### config.mk
export PLATFORM = sky130hd
export DESIGN_NAME = rf_write_arbiter
export DESIGN_NICKNAME = d
export VERILOG_FILES = /design/src/rtl/rf_write_arbiter.sv
export SDC_FILE = /design/constraint.sdc
export NUM_CORES = 1
export LEC_CHECK = 0
export BUFFER_PORTS_ARGS = -buffer_cell sky130_fd_sc_hd__buf_2
export CORE_MARGIN = 4
export CORE_UTILIZATION = 50
export CTS_BUF_LIST = sky130_fd_sc_hd__clkbuf_8 sky130_fd_sc_hd__clkbuf_16
export DETAILED_ROUTE_END_ITERATION = 10
export GPL_TIMING_DRIVEN = 1
export MAX_ROUTING_LAYER = met4
export PLACE_DENSITY = 0.72
export SLEW_MARGIN = 20
export SYNTH_ARGS = -nofsm -noshare
export SYNTH_HDL_FRONTEND = slang
export SYNTH_SLANG_ARGS = --single-unit
### constraint.sdc
create_clock -name clk -period 5.5 [get_ports clk]
set_input_delay 0.275 -clock clk [delete_from_list [all_inputs] [get_ports clk]]
set_output_delay 0.275 -clock clk [all_outputs]
set_load 0.01 [all_outputs]
### src/rtl/rf_write_arbiter.sv
// Two-requester register-file write arbiter: each requester feeds its own FIFO, and the
// heads are drained one per cycle into a registered rf write port with alternating priority.
module rf_write_arbiter #(
  parameter int unsigned DW    = 16,
  parameter int unsigned DEPTH = 2
) (
  input  logic          clk,
  input  logic          reset,
  input  logic          a_valid,
  input  logic [1:0]    a_addr,
  input  logic [DW-1:0] a_data,
  output logic          a_ready,
  input  logic          b_valid,
  input  logic [1:0]    b_addr,
  input  logic [DW-1:0] b_data,
  output logic          b_ready,
  output logic          rf_write,
  output logic [1:0]    rf_addr,
  output logic [DW-1:0] rf_data,
  output logic [3:0]    pending
);

  localparam int unsigned PW = $clog2(DEPTH);

  typedef logic [PW-1:0] ptr_t;
  typedef logic [PW:0]   cnt_t;
  typedef enum logic {GntA, GntB} grant_e;

  logic [1:0]    a_addr_mem [DEPTH];
  logic [DW-1:0] a_data_mem [DEPTH];
  logic [1:0]    b_addr_mem [DEPTH];
  logic [DW-1:0] b_data_mem [DEPTH];

  ptr_t   a_wr_q, a_rd_q, b_wr_q, b_rd_q;
  cnt_t   a_cnt_q, b_cnt_q;
  grant_e last_grant_q;

  logic a_push, a_pop, b_push, b_pop;
  logic a_nonempty, b_nonempty;

  // Ready is derived from the registered count only, so a same-cycle pop never frees a slot.
  assign a_ready    = (a_cnt_q != cnt_t'(DEPTH));
  assign b_ready    = (b_cnt_q != cnt_t'(DEPTH));
  assign a_push     = a_valid && a_ready;
  assign b_push     = b_valid && b_ready;
  assign a_nonempty = (a_cnt_q != '0);
  assign b_nonempty = (b_cnt_q != '0);

  always_comb begin
    a_pop = 1'b0;
    b_pop = 1'b0;
    if (a_nonempty && b_nonempty) begin
      if (last_grant_q == GntB) a_pop = 1'b1;
      else                      b_pop = 1'b1;
    end else if (a_nonempty) begin
      a_pop = 1'b1;
    end else if (b_nonempty) begin
      b_pop = 1'b1;
    end
  end

  always_ff @(posedge clk) begin
    if (a_push) begin
      a_addr_mem[a_wr_q] <= a_addr;
      a_data_mem[a_wr_q] <= a_data;
    end
    if (b_push) begin
      b_addr_mem[b_wr_q] <= b_addr;
      b_data_mem[b_wr_q] <= b_data;
    end
  end

  always_ff @(posedge clk) begin
    if (reset) begin
      a_wr_q  <= '0;
      a_rd_q  <= '0;
      a_cnt_q <= '0;
      b_wr_q  <= '0;
      b_rd_q  <= '0;
      b_cnt_q <= '0;
    end else begin
      if (a_push) a_wr_q <= a_wr_q + ptr_t'(1);
      if (a_pop)  a_rd_q <= a_rd_q + ptr_t'(1);
      if (b_push) b_wr_q <= b_wr_q + ptr_t'(1);
      if (b_pop)  b_rd_q <= b_rd_q + ptr_t'(1);
      a_cnt_q <= a_cnt_q + cnt_t'(a_push) - cnt_t'(a_pop);
      b_cnt_q <= b_cnt_q + cnt_t'(b_push) - cnt_t'(b_pop);
    end
  end

  always_ff @(posedge clk) begin
    if (reset) begin
      rf_write     <= 1'b0;
      rf_addr      <= '0;
      rf_data      <= '0;
      last_grant_q <= GntB;
    end else begin
      rf_write <= a_pop || b_pop;
      if (a_pop) begin
        rf_addr      <= a_addr_mem[a_rd_q];
        rf_data      <= a_data_mem[a_rd_q];
        last_grant_q <= GntA;
      end else if (b_pop) begin
        rf_addr      <= b_addr_mem[b_rd_q];
        rf_data      <= b_data_mem[b_rd_q];
        last_grant_q <= GntB;
      end
    end
  end

  // A slot is live when its distance from the read pointer is below the occupancy count.
  ptr_t a_off, b_off, idx;

  always_comb begin
    pending = '0;
    a_off   = '0;
    b_off   = '0;
    idx     = '0;
    for (int unsigned j = 0; j < DEPTH; j++) begin
      idx   = ptr_t'(j);
      a_off = idx - a_rd_q;
      b_off = idx - b_rd_q;
      if (cnt_t'(a_off) < a_cnt_q) pending[a_addr_mem[idx]] = 1'b1;
      if (cnt_t'(b_off) < b_cnt_q) pending[b_addr_mem[idx]] = 1'b1;
    end
    if (rf_write) pending[rf_addr] = 1'b1;
  end

endmodule

==> results of run 1 <==
[placed cells by master (no fill, tap or decap), types with 4 or more instances in the layout]
master / count
mux2_2: 7
nand2_1: 34
edfxtp_1: 72
o211ai_1: 4
buf_2: 64
o22ai_1: 7
nor2_1: 18
xor2_1: 4
nor2b_1: 4
xnor2_1: 4
ha_1: 4
clkbuf_8: 10
dfxtp_1: 29
mux2i_1: 28
inv_1: 7
o21ai_0: 10
a32o_1: 11
[metrics by stage]
stage / hold WS [ps] / utilization [%] / area (um2) / cells / setup WS, ps
floorplan: 373.9 / - / 4049 / 288 / 3556
CTS: 86.58 / 59.49 / 4644 / 458 / 3088
detailed placement: 439.2 / 56.63 / 4422 / 442 / 3130
global route: 82.14 / 59.50 / 4646 / 458 / 2901
finish: 100.7 / 59.50 / 4646 / 458 / 3081
global placement: 431.4 / 56.63 / 4422 / 442 / 3207
[worst paths after layout]
path              cells after the start  slack, ps                end       start
setup / recovery                      9       3080         a_cnt_q[1]  b_cnt_q[1]
hold / removal                        1        100  a_data_mem[1][14]  a_data[14]
setup reg to reg                      9       3080         a_cnt_q[1]  b_cnt_q[1]
hold reg to reg                       2        460         rf_data[1]  rf_data[1]
[critical path: stages (launching register included)]
cell and delay [ps]:
dfxtp_1 450, nor2_4 100, o22ai_2 470, inv_2 340
ha_1 370, inv_1 40, ha_1 180, xor2_1 160
xnor2_1 140, nor2_1 50
[cells by family (layout without fill, tap and decap cells)]
kind of cell / after synthesis / in the layout
flops: 102 / 102
simple gates: 75 / 75
compound gates: 44 / 44
mux: 35 / 35
buf+inv: 20 / 88
xor+xnor: 8 / 8
fa+ha+maj: 4 / 4
[registers in the layout (all words and copies together), names as in the netlist, named ones only]
| name | flops |
|---|---|
| b_wr_q | 1 |
| a_cnt_q | 2 |
| a_wr_q | 1 |
| b_addr_mem | 4 |
| a_rd_q | 1 |
| a_data_mem | 32 |
| b_data_mem | 32 |
| b_cnt_q | 2 |
| a_addr_mem | 4 |
| rf_write | 1 |
| rf_data | 16 |
| rf_addr | 2 |
| b_rd_q | 1 |
| last_grant_q | 1 |
[cell type report]
type,count,area (um2)
multi-input combinational,166,1177
fill,633,3162
clock inverter,6,85.08
timing repair buffer,65,327.8
inverter,7,26.28
sequential,102,2764
tap,102,127.6
clock buffer,10,137.6
[per-layer routing]
| layer | up-vias | GRT usage (%) | part of all wire [%] |
|---|---|---|---|
| li1 | 1190 | - | - |
| met1 | 1179 | 21.58 | 44 |
| met2 | 70 | 27.02 | 49 |
| met3 | 11 | 3.071 | 5.1 |
| met4 | 0 | 7.135 | 1.8 |
| met5 | - | - | 0 |
[where the power goes]
part | internal (uW) | total (uW) | switching (uW)
Sequential | 1010 | 1180 | 170
Clock | 268 | 513 | 245
Combinational | 345 | 753 | 408
Total | 1630 | 2450 | 823
==> impl_metrics.csv, run 1 <==
group,metric,value,unit
sta,hold_viol,0,
cells_and_area,num-nets-final,395,
die,dieArea,9601,um2
clock_tree,cts_tree,"yes",
die,core-area,7807,um2
sta,finalCritPeriodShare,43.98,%
status,outcome,"complete, no violations",
setup_path,worstSetupEndpointType,"flip-flop",
sta,clock_skew,12.59,ps
clock_tree,cts.sinks,102,
sta,maxSlewViolCount,0,
grt,grt_pass1_wl,12.36,mm
synthesis,yosys_warnings,0,
synthesis,synth-xor-area-share,1.731,%
clock_tree,cts_setup_buffers,0,
grt,antenna_found_initial,0,
detailed_routing,wl,7.756,mm
synthesis,synthAdderAreaFrac,1.236,%
synthesis,synth_compound_area_share,8.220,%
clock_tree,h-tree-depth,3,
clock_tree,clkLatencyLatePin,350,ps
grt,grt-ovfl-total,0,
clock_tree,cts_resized,0,
synthesis,synthSimpleGateAreaFrac,8.962,%
synthesis,synth_common_cells,"72 x edfxtp_1, 34 x nand2_1, 30 x dfxtp_1",
setup_path,crit_path_start_kind,"flip-flop",
job,cap_violations,0,
detailed_routing,wl_per_cell,16.93,um
detailed_routing,first_pass_iters,5,
sta,setup_viol_count_final,0,
power,power.density,527.1,nW/um2
power,p_total,2449,uW
synthesis,synth_top_area_share,53.40,%
clock_tree,numCtsBuffers,9,
synthesis,synth_top_family_by_area,"simple AND/OR/NAND/NOR gates",
synthesis,synth.distinct_cells,39,
cells_and_area,syn_to_final_growth,14.74,%
synthesis,yosysSeqAreaShare,68.23,%
detailed_routing,vias,2450,
clock_tree,clk_pin_slew,100,ps
die,initial_utilization,51.86,%
synthesis,synth_nets,332,
grt,grt_max_degree,21,
die,ioPinCount,65,
sta,timing.setup.tns,0,ps
synthesis,syn_area_per_cell,14.06,um2
clock_tree,cts_root_buf,"clkbuf_8",
sta,max_slew.worst_pin.slew,1085,ps
setup_path,worstPathArrival,2650,ps
synthesis,postSynthCellCount,288,
synthesis,synthMuxAreaShare,8.869,%
clock_tree,cts_hold_buffers,0,
sta,period_minus_slack,2419,ps
sta,relSlewSlack,27.60,%
die,rows,32,
synthesis,syn_area,4049,um2
worst_hold_path,hp-class,"in -> reg",
placement,dp.final_hpwl,5.193,mm
placement,port_buffers,64,
power,ir_drop,229.0,uV
detailed_routing,viasPerCell,5.349,
grt,grt_pass1_vias,2446,
detailed_routing,final_antenna_net_count,0,
synthesis,ys_ff_latch,102,
synthesis,async_reset_ff_share,0,%
synthesis,synthTopCellsByArea,"edfxtp_1 53%, dfxtp_1 15%, mux2i_1 6.9%, nand2_1 3.2%, a32o_1 2.7%",
die,die_x,97.99,um
die,die-height,97.99,um
synthesis,yosys.area.top_type,"edfxtp_1",
setup_path,critPathKind,"reg -> reg",
cells_and_area,drive_gt1_share,26.97,%
synthesis,yosysMostFrequentCell,"edfxtp_1",
sta,max_freq,413.4,MHz
placement,gp_congestion,0.8092,
setup_path,worstPathMaxFanout,20,
grt,grtUsageTotal,17.01,%
cells_and_area,insertedDiodeCount,0,
clock_tree,clockBufferDepth,2,
power,leakage,0.001774,uW
setup_path,required,5730,ps
detailed_routing,drcViolationCount,0,
detailed_routing,drt-initial-drc-count,131,
sta,rsz0062_at_grt,"false",
synthesis,synth_edf_count,72,
synthesis,synthFlopType,"edfxtp_1",
(Power assumes the default switching activity.)
==> inputs of run 2 (changes only) <==
--- a/config.mk
+++ b/config.mk
@@ -5,6 +5,7 @@
 export SDC_FILE = /design/constraint.sdc
 export NUM_CORES = 1
 export LEC_CHECK = 0
+export ABC_AREA = 1
 export BUFFER_PORTS_ARGS = -buffer_cell sky130_fd_sc_hd__buf_2
 export CORE_MARGIN = 4
 export CORE_UTILIZATION = 50
@@ -12,7 +13,7 @@
 export DETAILED_ROUTE_END_ITERATION = 10
 export GPL_TIMING_DRIVEN = 1
 export MAX_ROUTING_LAYER = met4
-export PLACE_DENSITY = 0.72
+export PLACE_DENSITY = 0.74
 export SLEW_MARGIN = 20
 export SYNTH_ARGS = -nofsm -noshare
 export SYNTH_HDL_FRONTEND = slang
==> constraint.sdc (replaced) <==
create_clock -name clk -period 2 [get_ports clk]
set_input_delay 0.1 -clock clk [delete_from_list [all_inputs] [get_ports clk]]
set_output_delay 0.1 -clock clk [all_outputs]
set_load 0.01 [all_outputs]
==> run 2 against run 1 <==
  * Maximum frequency is 33% higher
  * Count of clock-buffer cells in the layout decreased by 1
  * Largest power group unchanged
  * Final cell count grew 50%
  * Die area grew 6.9%
  * Non-clock buffer count up 45
  * Sequential power increased to 2.5 times the previous value
  * Clock power rose by 130%
  * Combinational power rose to 3.5 times the previous value
  * Total power rose to 2.8 times the previous value
  * Global-route usage rose by 3.3 points
  * Critical endpoint unchanged
  * Largest cell class unchanged
  * Critical path depth up 1
==> impl_metrics.csv, run 2 <==
group,metric,value,unit
status,outcome,"complete, no violations",
grt,antenna_found_initial,0,
synthesis,yosysMostFrequentCell,"nand2_1",
detailed_routing,viasPerCell,4.867,
sta,relSlewSlack,56.60,%
worst_hold_path,holdPathStages,2,
grt,grt_max_degree,37,
sta,setup_viol_count_final,0,
synthesis,postSynthCellCount,468,
setup_path,worstSetupEndpointType,"flip-flop",
power,power.density,1282,nW/um2
clock_tree,cts_resized,0,
synthesis,synth_common_cells,"157 x nand2_1, 73 x inv_1, 72 x edfxtp_1",
setup_path,worstPathCellList,"inv_1 -> nand2_2 -> nand2_2 -> inv_1 -> ha_1 -> inv_1 -> ha_1 -> xnor2_1 -> and2_1 -> nor2_1",
worst_hold_path,hold_start,"reset",
die,die_x,101.3,um
setup_path,worstPathArrival,2080,ps
clock_tree,numCtsBuffers,9,
detailed_routing,vias,3334,
die,dieArea,10260,um2
synthesis,synthFlopType,"edfxtp_1",
clock_tree,clockBufferDepth,2,
synthesis,async_reset_ff_share,0,%
sta,max_freq,550.6,MHz
detailed_routing,wl_per_cell,13.71,um
sta,hold_viol,0,
power,ir_drop,816.8,uV
sta,period_minus_slack,1816,ps
sta,clock_skew,8.036,ps
sta,finalCritPeriodShare,90.80,%
sta,max_slew.worst_pin.slew,644.3,ps
cells_and_area,num-nets-final,619,
setup_path,worstPathMaxFanout,8,
clock_tree,cts.sinks,102,
cells_and_area,final_common_cell,"nand2_1",
cells_and_area,insertedDiodeCount,0,
placement,gp_congestion,0.8550,
cells_and_area,syn_to_final_growth,22.74,%
cells_and_area,final_core_util,64.04,%
synthesis,synth_edf_count,72,
detailed_routing,drt-initial-drc-count,116,
synthesis,yosys_warnings,0,
synthesis,ys_ff_latch,102,
worst_hold_path,holdPathEnd,"b_cnt_q[0]",
clock_tree,cts_setup_buffers,0,
grt,grt_pass1_vias,3407,
placement,port_buffers,64,
setup_path,r2r_end,"a_cnt_q[1]",
clock_tree,cts_tree,"yes",
synthesis,synth_nets,512,
clock_tree,cts_hold_buffers,36,
die,initial_utilization,52.18,%
synthesis,yosys.area.top_type,"edfxtp_1",
synthesis,synth.distinct_cells,24,
detailed_routing,final_antenna_net_count,0,
setup_path,max_stage_delay,340,ps
setup_path,rrSetupSlack,180,ps
clock_tree,cts_root_buf,"clkbuf_8",
clock_tree,h-tree-depth,3,
synthesis,synthTopCellsByArea,"edfxtp_1 50%, dfxtp_1 14%, nand2_1 14%, inv_1 6.3%, nand3_1 5.5%",
setup_path,worstRegToRegCells,10,
setup_path,required,2260,ps
cells_and_area,reg_top3,"a_data_mem: 32 flops, b_data_mem: 32 flops, rf_data: 16 flops",
synthesis,yosysSeqAreaShare,63.48,%
setup_path,slowest_stage,"dfxtp_1",
detailed_routing,wl,9.392,mm
die,core-area,8341,um2
sta,timing.setup.tns,0,ps
clock_tree,clk_pin_slew,100,ps
synthesis,syn_area,4352,um2
cells_and_area,drive_gt1_share,17.07,%
cells_and_area,mostFrequentLayoutCells,"157 x nand2_1, 73 x inv_1, 72 x edfxtp_1",
detailed_routing,drcViolationCount,0,
setup_path,path_common_cell,"inv_1",
die,rows,33,
worst_hold_path,hp-class,"in -> reg",
die,ioPinCount,65,
detailed_routing,first_pass_iters,4,
sta,maxSlewViolCount,0,
setup_path,critPathKind,"reg -> reg",
synthesis,syn_area_per_cell,9.298,um2
synthesis,synth_top_area_share,49.68,%
setup_path,crit_path_start_kind,"flip-flop",
sta,rsz0062_at_grt,"false",
setup_path,timing.rr.start,"a_cnt_q[1]",
die,die-height,101.3,um
clock_tree,clkLatencyLatePin,360,ps
grt,grt_pass1_wl,15.61,mm
placement,dp.final_hpwl,6.379,mm
grt,grtUsageTotal,20.30,%
job,cap_violations,0,
grt,grt-ovfl-total,0,
power,leakage,0.002520,uW
[run 2: cell count changes after synthesis, sizes merged, moves of 4 or more]
cell   before  now
inv         7   76
nand2      34  160
mux2i      28    0
mux2        7    0
o22ai       8    0
nor2b       4    0
o21ai      10   24
a32o       11    0
nand3       3   48
xor2        4    0
nor2       22   27
[run 2: kinds of logic after synthesis]
| family | count (synthesis) | share of synthesized area [%] |
|---|---|---|
| compound gates | 29 | 3.824 |
| simple gates | 240 | 22.71 |
| buf+inv | 91 | 8.424 |
| xor+xnor | 2 | 0.4026 |
| fa+ha+maj | 4 | 1.150 |
| flops | 102 | 63.48 |
[run 2: power breakdown]
group          total, uW  internal, uW  switching, uW
combinational       2640           927           1710
clock               1200           471            732
sequential          3000          2740            268
total               6850          4130           2710
[run 2: how the worst max path moves through the flow]
stage | cells past startpoint | start | end | slack, ps
2_1_floorplan | 4 | b_cnt_q[0] | b_addr_mem[1][0] | 60
3_3_place_gp | 10 | a_cnt_q[1] | a_cnt_q[1] | 370
3_5_place_dp | 10 | a_cnt_q[1] | a_cnt_q[1] | 220
4_1_cts | 7 | a_cnt_q[0] | pending[0] | 180
5_1_grt | 7 | a_cnt_q[0] | pending[0] | 20
6_report | 10 | a_cnt_q[1] | a_cnt_q[1] | 180
[run 2: through the flow]
step | area [um2] | instances | hold slack [ps] | setup WS [ps] | total power, uW
after floorplan | 4352 | 468 | 198.9 | 62.55 | 4799
after global placement | 4801 | 633 | 286.8 | 371.8 | 5517
after detailed placement | 4801 | 633 | 291.0 | 217.3 | 5615
after CTS | 5341 | 685 | 42.41 | 183.0 | 6864
after global routing | 5341 | 685 | 53.46 | 18.97 | 7387
final | 5341 | 685 | 57.90 | 184.0 | 6845
[run 2: final cells by class]
cell class | count | area [um2]
Clock inverter | 7 | 56.30
Timing Repair Buffer | 110 | 755.7
Fill cell | 689 | 2999
Inverter | 77 | 289.0
Clock buffer | 9 | 123.9
Tap cell | 105 | 131.4
Sequential cell | 102 | 2763
Multi-Input combinational cell | 275 | 1222
[run 2: layer usage]
layer | vias up | global-route usage [%] | part of all wire [%]
met5 | - | - | 0
met4 | 0 | 7.362 | 1.9
met2 | 91 | 36.72 | 53
li1 | 1700 | - | -
met3 | 16 | 3.099 | 5.1
met1 | 1527 | 22.54 | 40
[run 2: worst max-delay path: cells and delay by family, from the launching register on]
kind	cells	cell delay, ps
adder cells (fa/ha/maj)	2	450
buffers and inverters	3	240
flip-flops	1	340
AND/OR/NAND/NOR	4	470
XOR/XNOR	1	200
==> inputs of run 3 (changes only) <==
--- a/config.mk
+++ b/config.mk
@@ -8,12 +8,12 @@
 export ABC_AREA = 1
 export BUFFER_PORTS_ARGS = -buffer_cell sky130_fd_sc_hd__buf_2
 export CORE_MARGIN = 4
-export CORE_UTILIZATION = 50
+export CORE_UTILIZATION = 61
 export CTS_BUF_LIST = sky130_fd_sc_hd__clkbuf_8 sky130_fd_sc_hd__clkbuf_16
 export DETAILED_ROUTE_END_ITERATION = 10
 export GPL_TIMING_DRIVEN = 1
 export MAX_ROUTING_LAYER = met4
-export PLACE_DENSITY = 0.74
+export PLACE_DENSITY = 0.85
 export SLEW_MARGIN = 20
 export SYNTH_ARGS = -nofsm -noshare
 export SYNTH_HDL_FRONTEND = slang
==> constraint.sdc (replaced) <==
create_clock -name clk -period 2.13 [get_ports clk]
set_input_delay 0.1065 -clock clk [delete_from_list [all_inputs] [get_ports clk]]
set_output_delay 0.1065 -clock clk [all_outputs]
set_load 0.01 [all_outputs]
==> run 3 against run 2 <==
  * Clock skew rose by 5.8 ps
  * Via count rose by 4.8%
  * Sequential power fell by 6%
  * Sequential share of layout area fell by 0.13 points
  * Largest cell class unchanged
  * Setup slack improved by 150 ps
  * Critical path depth fell by 3
==> impl_metrics.csv, run 3 (same netlist as run 2, synthesis figures left out) <==
group,metric,value,unit
cells_and_area,final_core_util,77.96,%
sta,max_slew.worst_pin.slew,714.6,ps
sta,relSlewSlack,52.21,%
setup_path,path_delay_family,"flip-flops",
grt,antenna_found_initial,0,
sta,max_freq,556.4,MHz
grt,grt-ovfl-total,0,
cells_and_area,mostFrequentLayoutCells,"157 x nand2_1, 73 x inv_1, 72 x edfxtp_1",
grt,grt_pass1_vias,3519,
sta,period_minus_slack,1797,ps
clock_tree,clockBufferDepth,2,
clock_tree,clkLatencyLatePin,380,ps
grt,grtUsageTotal,25.11,%
clock_tree,cts_setup_buffers,0,
die,core-area,6869,um2
setup_path,worstPathArrival,1690,ps
cells_and_area,drive_gt1_share,17.10,%
cells_and_area,insertedDiodeCount,0,
cells_and_area,final_common_cell,"nand2_1",
setup_path,worstPathMaxFanout,4,
setup_path,slowest_stage,"dfxtp_1",
detailed_routing,wl_per_cell,14.63,um
sta,finalCritPeriodShare,84.37,%
sta,rsz0062_at_grt,"false",
sta,clock_skew,13.82,ps
cells_and_area,syn_to_final_growth,23.06,%
power,ir_drop,791.0,uV
worst_hold_path,hp-class,"in -> reg",
setup_path,max_stage_delay,400,ps
detailed_routing,final_antenna_net_count,0,
clock_tree,cts_tree,"yes",
cells_and_area,num-nets-final,618,
clock_tree,numCtsBuffers,9,
setup_path,worstPathCellList,"inv_1 -> o21ai_0 -> nand2_1 -> nand2_1 -> nor2_1 -> nand2_1 -> buf_2",
placement,gp_congestion,0.9042,
job,cap_violations,0,
setup_path,required,2020,ps
die,die-height,92.46,um
status,outcome,"complete, no violations",
grt,grt_pass1_wl,16.06,mm
placement,dp.final_hpwl,6.075,mm
sta,hold_viol,0,
sta,timing.setup.tns,0,ps
detailed_routing,first_pass_iters,5,
detailed_routing,viasPerCell,5.175,
die,rows,30,
setup_path,path_buf_inv,2,
die,initial_utilization,63.35,%
clock_tree,cts_resized,0,
placement,dpl.cell_count,623,
power,leakage,0.002529,uW
power,power.density,1243,nW/um2
clock_tree,cts.sinks,102,
placement,port_buffers,64,
grt,grt_max_degree,37,
clock_tree,cts_hold_buffers,36,
setup_path,worstSetupEndpointType,"output port",
setup_path,path_common_cell,"nand2_1",
clock_tree,cts_root_buf,"clkbuf_8",
clock_tree,clk_pin_slew,110,ps
die,ioPinCount,65,
power,p_total,6654,uW
sta,maxSlewViolCount,0,
cells_and_area,reg_top3,"a_data_mem: 32 flops, b_data_mem: 32 flops, rf_data: 16 flops",
cells_and_area,layout.cells.non_filler,675,
die,die_x,92.46,um
detailed_routing,drcViolationCount,0,
setup_path,critPathKind,"reg -> out",
sta,setup_viol_count_final,0,
detailed_routing,vias,3493,
clock_tree,h-tree-depth,3,
setup_path,crit_path_start_kind,"flip-flop",
detailed_routing,drt-initial-drc-count,288,
detailed_routing,wl,9.872,mm
die,dieArea,8549,um2
-- run 3: area by class of cell --
class,instances,area (um2)
inverter,77,289.0
clock inverter,7,88.84
fill,416,1514
clock buffer,9,123.9
timing repair buffer,109,748.2
sequential,102,2763
tap,96,120.1
multi-input combinational,275,1222
-- run 3: metrics by stage --
stage / hold WS, ps / instance area (um2) / setup slack [ps]
2_1_floorplan: 205.4 / 4352 / 192.6
3_3_place_gp: 293.7 / 4782 / 545.1
3_5_place_dp: 297.6 / 4782 / 441.3
4_1_cts: 23.61 / 5355 / 344.1
5_1_grt: 21.64 / 5355 / 212.7
6_report: 16.13 / 5355 / 332.9
-- run 3: path summary, 6_finish.rpt --
path         startpoint    endpoint  slack [ps]  depth (start not counted)
max reg2reg  a_cnt_q[1]  rf_data[9]         390                          6
min               reset  b_cnt_q[0]          20                          2
max          a_cnt_q[0]  pending[0]         330                          7
min reg2reg  rf_data[3]  rf_data[3]         450                          2
-- run 3: where the power goes --
part	internal [uW]	switching (uW)	total, uW
Combinational	865	1660	2530
Clock	574	737	1310
Sequential	2570	250	2820
-- run 3: layer usage --
layer  part of all wire [%]  vias up  global-route usage [%]
met5                      0        -                       -
met4                    2.9        0                   10.27
met3                    6.3       28                   5.199
met2                     52      182                   43.75
met1                     38     1591                   28.20
li1                       -     1692                       -
